[src/rtl/wb_stage_pkg.sv]
// Shared constants for the MIPS write-back stage: control bit indices,
// load-size encodings and FSM states.
package wb_stage_pkg;
  localparam int NB_CTR_WB = 4;

  localparam int WB_WE    = 0;
  localparam int WB_M2R   = 1;
  localparam int WB_VALID = 2;
  localparam int WB_HALT  = 3;

  localparam logic [1:0] LD_BYTE = 2'b00;
  localparam logic [1:0] LD_HALF = 2'b01;
  localparam logic [1:0] LD_WORD = 2'b11;
  localparam int LD_UNSIGNED = 2;

  typedef enum logic {
    ST_RUN    = 1'b0,
    ST_HALTED = 1'b1
  } wb_state_e;
endpackage

[src/rtl/wb_load_fmt.sv]
// Little-endian byte/half/word extraction with sign or zero extension.
module wb_load_fmt
  import wb_stage_pkg::*;
#(
  parameter int NB_BITS = 32,
  parameter int NB_LD   = 3
) (
  input  logic [NB_BITS-1:0] i_mem_data,
  input  logic [1:0]         i_addr_lsb,
  input  logic [NB_LD-1:0]   i_ld_ctl,
  output logic [NB_BITS-1:0] o_data
);
  logic [7:0]  byte_sel;
  logic [15:0] half_sel;
  logic        uns;

  always_comb begin
    byte_sel = i_mem_data[8*i_addr_lsb +: 8];
    half_sel = i_mem_data[16*i_addr_lsb[1] +: 16];
    uns      = i_ld_ctl[LD_UNSIGNED];
    o_data   = i_mem_data;
    // Size 2'b10 is not a real encoding and falls through as a word load.
    case (i_ld_ctl[1:0])
      LD_BYTE: o_data = {{(NB_BITS-8){byte_sel[7] & ~uns}}, byte_sel};
      LD_HALF: o_data = {{(NB_BITS-16){half_sel[15] & ~uns}}, half_sel};
      default: o_data = i_mem_data;
    endcase
  end
endmodule

[src/rtl/wb_stage.sv]
// MIPS write-back stage: result mux, register-file write port, forwarding
// copy of the last write, HALT FSM and debug counters.
module wb_stage
  import wb_stage_pkg::*;
#(
  parameter int NB_BITS = 32,
  parameter int NB_REG  = 5,
  parameter int NB_WB   = NB_CTR_WB,
  parameter int NB_LD   = 3
) (
  input  logic               i_clk,
  input  logic               i_rst,
  input  logic [NB_BITS-1:0] i_mem_data,
  input  logic [NB_BITS-1:0] i_alu_data,
  input  logic [1:0]         i_addr_lsb,
  input  logic [NB_REG-1:0]  i_reg_dst,
  input  logic [NB_WB-1:0]   i_wb_ctl,
  input  logic [NB_LD-1:0]   i_ld_ctl,
  input  logic               i_wb_en,
  output logic [NB_BITS-1:0] o_wb_data,
  output logic [NB_REG-1:0]  o_reg_dst,
  output logic               o_wb_rf_webn,
  output logic [NB_BITS-1:0] o_fwd_data,
  output logic [NB_REG-1:0]  o_fwd_reg,
  output logic               o_fwd_valid,
  output logic               o_halt,
  output logic [31:0]        o_cycles,
  output logic [31:0]        o_retired
);
  wb_state_e          state_q, state_d;
  logic [NB_BITS-1:0] fwd_data_q, fwd_data_d;
  logic [NB_REG-1:0]  fwd_reg_q, fwd_reg_d;
  logic               fwd_valid_q, fwd_valid_d;
  logic [31:0]        cycles_q, cycles_d;
  logic [31:0]        retired_q, retired_d;

  logic [NB_BITS-1:0] ld_data;
  logic               advance;
  logic               rf_we;

  wb_load_fmt #(.NB_BITS(NB_BITS), .NB_LD(NB_LD)) u_load_fmt (
    .i_mem_data (i_mem_data),
    .i_addr_lsb (i_addr_lsb),
    .i_ld_ctl   (i_ld_ctl),
    .o_data     (ld_data)
  );

  assign advance = (state_q == ST_RUN) && i_wb_en;
  // Halt retires but never writes; $0 is hardwired zero.
  assign rf_we   = advance && !i_rst && i_wb_ctl[WB_VALID] && i_wb_ctl[WB_WE] &&
                   !i_wb_ctl[WB_HALT] && (i_reg_dst != '0);

  assign o_wb_data    = i_wb_ctl[WB_M2R] ? ld_data : i_alu_data;
  assign o_reg_dst    = i_reg_dst;
  assign o_wb_rf_webn = rf_we;

  always_comb begin
    state_d     = state_q;
    fwd_data_d  = fwd_data_q;
    fwd_reg_d   = fwd_reg_q;
    fwd_valid_d = fwd_valid_q;
    cycles_d    = cycles_q;
    retired_d   = retired_q;
    if (advance) begin
      cycles_d = cycles_q + 32'd1;
      if (i_wb_ctl[WB_VALID]) begin
        retired_d = retired_q + 32'd1;
        if (i_wb_ctl[WB_HALT]) state_d = ST_HALTED;
      end
      if (rf_we) begin
        fwd_data_d  = o_wb_data;
        fwd_reg_d   = i_reg_dst;
        fwd_valid_d = 1'b1;
      end
    end
  end

  always_ff @(posedge i_clk) begin
    if (i_rst) begin
      state_q     <= ST_RUN;
      fwd_data_q  <= '0;
      fwd_reg_q   <= '0;
      fwd_valid_q <= 1'b0;
      cycles_q    <= '0;
      retired_q   <= '0;
    end else begin
      state_q     <= state_d;
      fwd_data_q  <= fwd_data_d;
      fwd_reg_q   <= fwd_reg_d;
      fwd_valid_q <= fwd_valid_d;
      cycles_q    <= cycles_d;
      retired_q   <= retired_d;
    end
  end

  assign o_fwd_data  = fwd_data_q;
  assign o_fwd_reg   = fwd_reg_q;
  assign o_fwd_valid = fwd_valid_q;
  assign o_halt      = (state_q == ST_HALTED);
  assign o_cycles    = cycles_q;
  assign o_retired   = retired_q;
endmodule

[config.mk]
export PLATFORM = sky130hd
export DESIGN_NAME = wb_stage
export DESIGN_NICKNAME = d
export VERILOG_FILES = /design/src/rtl/wb_stage_pkg.sv /design/src/rtl/wb_load_fmt.sv /design/src/rtl/wb_stage.sv
export SDC_FILE = /design/constraint.sdc
export NUM_CORES = 1
export LEC_CHECK = 0
export CAP_MARGIN = 10
export CORE_ASPECT_RATIO = 0.75
export CORE_MARGIN = 2
export CORE_UTILIZATION = 43
export DETAILED_ROUTE_END_ITERATION = 16
export GPL_TIMING_DRIVEN = 1
export PLACE_DENSITY = 0.84
export SETUP_SLACK_MARGIN = 0.15
export SYNTH_ARGS = -nofsm -noshare
export SYNTH_HDL_FRONTEND = slang
export SYNTH_SLANG_ARGS = --single-unit
[constraint.sdc]
create_clock -name i_clk -period 2 [get_ports i_clk]
set_clock_uncertainty 0.05 [all_clocks]
set_input_delay 0.4 -clock i_clk [delete_from_list [all_inputs] [get_ports i_clk]]
set_output_delay 0.4 -clock i_clk [all_outputs]
set_load 0.02 [all_outputs]
Word-level counts from Yosys, hierarchy flattened:

Index checks and enable logic that the tools add are counted.

* register bits after elaboration: 103
* bits in latches: 0
* bits in writable memories: 0
* bits in read-only memories: 0
* word-level logic and storage cells: 30
* memories: 0

* $add $sub $neg: 2
* multiply operators: 0
* divide/modulo/power cells: 0
* magnitude comparators: 0
* equality and inequality tests: 1
* shift-type cells: 2
* mux-type cells: 2
* bitwise gates (word level): 4
* reduce and logical (&&, ||, !) cells: 13

Operator list (number)
* adder 32 x 1 -> 32 bit (second input constant): 2
* case mux 32 bit (2 select lines): 1
* 2-to-1 mux 32 bit: 1
* indexed part select 32 x 6 -> 16 bit: 1
* indexed part select 32 x 6 -> 8 bit: 1
* logical AND 1 bit: 6
* nonzero test 5 bit: 1
* AND reduction 2 bit: 2
* AND reduction 3 bit: 1
* bitwise AND 1 bit: 2
* == test 2 x 1 -> 1 bit (second input constant): 1
* zero test 1 bit: 2
* zero test 2 bit: 1
* inverter 1 bit: 2

Logic depth before layout (Yosys ltp):

* word-level depth: 8
* mapped depth: 7
* depth with buffers taken out: 6

Hierarchy:

A second synthesis with hierarchy kept.

* cells, all modules: 624
* area, all modules: 5447.7 sq um

By module, submodules not included
* wb_stage: times used 1, cells each 507, area an instance 4733.3 sq um, sequential area each 2062.0 sq um
* wb_load_fmt: times used 1, cells each 117, area an instance 714.4 sq um, sequential area each 0.0 sq um

Least setup slack after synthesis:

Ideal clock, no wire load.

* kind: input to output
* start: input i_addr_lsb[1]
* end: output o_wb_data[25]
* arrival time: 1.651 ns
* slack: -0.101 ns
* stages on the path: 5
* path through: buf_2 mux4_2 nand2_1 clkbuf_1 nand2_1

* cells in the longest elaborated chain, start to end: 4

Ends and longest elaborated chain
* start, declared: line wb_stage.sv:15 `input logic [1:0] i_addr_lsb,`
* indexed part select 32 x 6 -> 16 bit or indexed part select 32 x 6 -> 8 bit (tied branches): line wb_load_fmt.sv:19, wb_load_fmt.sv:18
* bitwise AND 1 bit (on tied branches): line wb_load_fmt.sv:25, wb_load_fmt.sv:24
* case mux 32 bit (2 select lines) *: line wb_load_fmt.sv:23 `case (i_ld_ctl[1:0])`
* 2-to-1 mux 32 bit *: line wb_stage.sv:53 `assign o_wb_data = i_wb_ctl[WB_M2R] ? ld_data : i_alu_data;`
* end, declared: line wb_stage.sv:20 `output logic [NB_BITS-1:0] o_wb_data,`

Every way passes the cells marked *; elsewhere a longest branch is shown, timed or not.

Worst setup path after layout:

* start: input i_addr_lsb[1]
* end: output o_wb_data[31]

The elaborated chain is that of the path after synthesis.

==> results.txt <==
The combined area of all synthesized cells came out at between 5000 and 6000 sq um. The run finished, with violations left. The share of the clock period used by the worst path came out at 1.023.

Summed over all layers, the routed wires come to around 20000 um. The via count is between 6000 and 7000. The share of cells above drive strength 1 is 0.2811. The number of instances in the synthesized netlist is 648.

During placement, the flow inserted port buffers numbering roughly 220. The total CTS buffers is 9. The total of warnings raised by yosys is 0. In this run the deepest clock path goes through 2 buffers. The minimum hold slack came out at 0.4065 ns. From synthesis to final layout, the design area changed by 76.23%. STA puts the critical path data required time at roughly 1.6 ns.

The worst-case IR drop observed on VDD is between 0.4 and 0.5 mV. The count of boundary I/O pins is between 200 and 250. The post-synthesis async set-or-reset flop share is 0. Among all flip-flop cells after synthesis, the most frequent one is sky130_fd_sc_hd__dfxtp_1.

The root buffer cell chosen for the clock tree is sky130_fd_sc_hd__clkbuf_16. The post-synthesis cell type count is just under 50. The effective utilization at floorplan is 0.4466. The actual transition at the worst max-transition pin came out at ~1.1 ns.

Leaving out filler cells and counting taps, the final layout contains 1127. The final core utilization is 0.7871. The flip-flop and latch count after synthesis came out at 103. The number of max-slew violations in the final report is 0. The arrival time at the worst endpoint came out at between 1.5 and 2 ns. TritonCTS built the clock tree. The detailed-route vias per instance came out at 5.459. The total global routing overflow is 0. The global-route wire length before repair came out at 29580 um.

The layout filler cell count is roughly 810. The remaining design rule violation count came out at 0. Of all cell types, the one taking the most synthesized area is sky130_fd_sc_hd__dfxtp_1.

Setup repair after global routing could not meet its margin everywhere. In this run the power density over the cells is around 540 nW/um^2. The min-delay analysis places its worst path in the category flop to flop. Across every metal layer, demand over resource in global routing totals 0.2790. The detailed-router iteration count before antenna repair is 5. The critical path is of the primary input to output port type.

The average wire per cell in the routed design came out at about 18 um. The weighted congestion reported at the end of routability-driven placement came out at 0.9879. The net count of the mapped netlist is approximately 730.

The total area inside the core boundary comes to roughly 12000 sq um. The overall die area is between 10000 and 15000 sq um. The initial antenna violation count is 1. The maximum level of the CTS H-tree came out at 3. The die is approximately 100 um tall.

The via count of the first global-routing pass was just under 6000. The detailed router finished its first iteration with 470 violations. The number of violations of the max-capacitance limit is 0. After legalization and detailed placement, the total HPWL measured about 14000 um. The pin count of the biggest net entering global routing came out at 104. The number of flops mapped to enable cells by yosys is 0. The latest clock arrival within the worst-skew pair came out at ~0.34 ns. The checks that failed: setup timing. Leaving out fill and tap cells, the most frequent cell in the layout is sky130_fd_sc_hd__buf_4.

Headroom to the max-slew limit came out at 0.2914. The mean cell area of the mapped netlist is roughly 8.1 sq um. From left edge to right edge, the die measures ~130 um. The initialized floorplan defines 34 standard-cell rows. The tree built by TritonCTS fans out to roughly 100 sinks. The number of cells after detailed placement is about 1100. Across all setup checks in the final design, the least slack found is -0.04687 ns. The post-layout minimum cycle time came out at ~2 ns.

Of all nets on the critical path, the largest fanout is 7. The final hold violation count came to 0. The proportion of synthesized chip area in sequential cells is 0.3932.

The total of endpoints with negative setup slack in the final report came out at 13. Summing all flip-flop and latch instances after layout gives ~2100 sq um. The maximum achievable frequency is roughly 0.5 GHz.

The library cells used most frequently in the layout, excluding fill and tap cells, are 114 x sky130_fd_sc_hd__buf_4, 99 x sky130_fd_sc_hd__nor2_1, 97 x sky130_fd_sc_hd__clkdlybuf4s50_1. Buffers inserted to repair hold after CTS numbered 0. After the last flow step, the layout net total stands at 1042. The startpoint kind of the worst setup timing path is a primary input.

STA classifies the critical path endpoint as an output port. The leakage power figure is 4.236 nW. The antenna violation net count after detailed routing came out at 0. The clock-pin slew of the registers on the worst-case setup and hold paths came out at 0.07 ns.

By area the synthesized netlist is led by sky130_fd_sc_hd__dfxtp_1 39%, sky130_fd_sc_hd__xor2_1 7.9%, sky130_fd_sc_hd__nor2_1 7.4%. Of the post-synthesis cell area, the dominant cell type holds 0.3932. The area taken by multi-input logic gates is about 3300 sq um.
path summary, 6_finish.rpt:
kind | startpoint | to | slack [ns] | cells past startpoint
setup / recovery | i_addr_lsb[1] | o_wb_data[31] | -0.05 | 7
hold reg to reg | o_fwd_data[5]$_SDFFE_PP0P_ | o_fwd_data[5]$_SDFFE_PP0P_ | 0.41 | 2
setup reg to reg | o_retired[6]$_SDFFE_PP0P_ | o_retired[31]$_SDFFE_PP0P_ | 0.09 | 7
hold / removal | o_fwd_data[5]$_SDFFE_PP0P_ | o_fwd_data[5]$_SDFFE_PP0P_ | 0.41 | 2
synthesized netlist by cell type, types with 3 or more instances:
cell type / number
sky130_fd_sc_hd__nor3_1: 12
sky130_fd_sc_hd__o22a_1: 8
sky130_fd_sc_hd__or3_1: 3
sky130_fd_sc_hd__buf_1: 7
sky130_fd_sc_hd__nor4_1: 4
sky130_fd_sc_hd__mux2i_1: 15
sky130_fd_sc_hd__o21ai_0: 14
sky130_fd_sc_hd__o31ai_1: 7
sky130_fd_sc_hd__buf_2: 11
sky130_fd_sc_hd__dfxtp_1: 103
sky130_fd_sc_hd__nand3_1: 26
sky130_fd_sc_hd__a21oi_1: 42
sky130_fd_sc_hd__and4_1: 5
sky130_fd_sc_hd__nand2_1: 76
sky130_fd_sc_hd__nor2_1: 103
sky130_fd_sc_hd__nand4_1: 23
sky130_fd_sc_hd__xnor2_1: 12
sky130_fd_sc_hd__clkbuf_1: 23
sky130_fd_sc_hd__a311oi_1: 16
sky130_fd_sc_hd__inv_1: 3
sky130_fd_sc_hd__and3_1: 10
sky130_fd_sc_hd__buf_4: 7
sky130_fd_sc_hd__o221ai_1: 7
sky130_fd_sc_hd__xor2_1: 47
sky130_fd_sc_hd__nor2b_1: 33
where the power goes:
part / switching [mW] / internal [mW]
logic: 0.532 / 0.577
clock network: 0.840 / 0.915
registers: 0.0177 / 2.07
final cells by class:
type,count,area share
multi-input combinational,493,0.3577
inverter,4,0.001895
clock buffer,10,0.02586
timing repair buffer,348,0.3610
sequential,103,0.2246
clock inverter,6,0.006770
antenna,1,0.0002708
tap,162,0.02193
metal layers:
metal,track usage,wire length (um),vias up
met5,0,0,-
met2,0.4817,9920,295
met4,0.08361,561,0
met3,0.06575,1695,44
met1,0.3497,8319,2937
li1,-,-,2876
through the flow:
| step | total power [mW] | instance area [sq um] | setup WS, ns | TNS [ns] |
|---|---|---|---|---|
| after global routing | 5.136 | 9241 | -0.07652 | -0.9521 |
| after floorplan | 2.560 | 5353 | 0.1290 | 0 |
| final | 4.954 | 9241 | -0.04687 | -0.3874 |
| after detailed placement | 3.111 | 8189 | -0.9816 | -62.21 |
| after CTS | 4.934 | 8855 | -0.02845 | -0.1331 |
| after global placement | 3.099 | 8189 | -0.8951 | -54.85 |
worst max-delay path, stage by stage:
cell,delay (ns)
sky130_fd_sc_hd__buf_8,0.08
sky130_fd_sc_hd__mux4_2,0.51
sky130_fd_sc_hd__nand2_4,0.15
sky130_fd_sc_hd__buf_12,0.12
sky130_fd_sc_hd__buf_16,0.12
sky130_fd_sc_hd__nand2_4,0.05
sky130_fd_sc_hd__buf_6,0.15
what timing repair did:
action                     in CTS  in global routing
setup buffers                  19                 12
pin swaps                      26                 29
gates resized for setup       357                 72
gates cloned                    3                  6
setup endpoints to repair     139                 89
cells by family (layout without fill, tap and decap cells):
kind of cell,after synthesis,in the layout,synth area share
adder cells (fa/ha/maj),2,2,0.004771
multiplexers,18,18,0.03722
buffers and inverters,52,368,0.04486
flip-flops,103,103,0.3932
XOR/XNOR,59,59,0.09854
AO/OA/AOI/OAI,103,103,0.1296
AND/OR/NAND/NOR,311,311,0.2918
other,0,1,0
No activity file was read; power rests on OpenSTA's default activity.
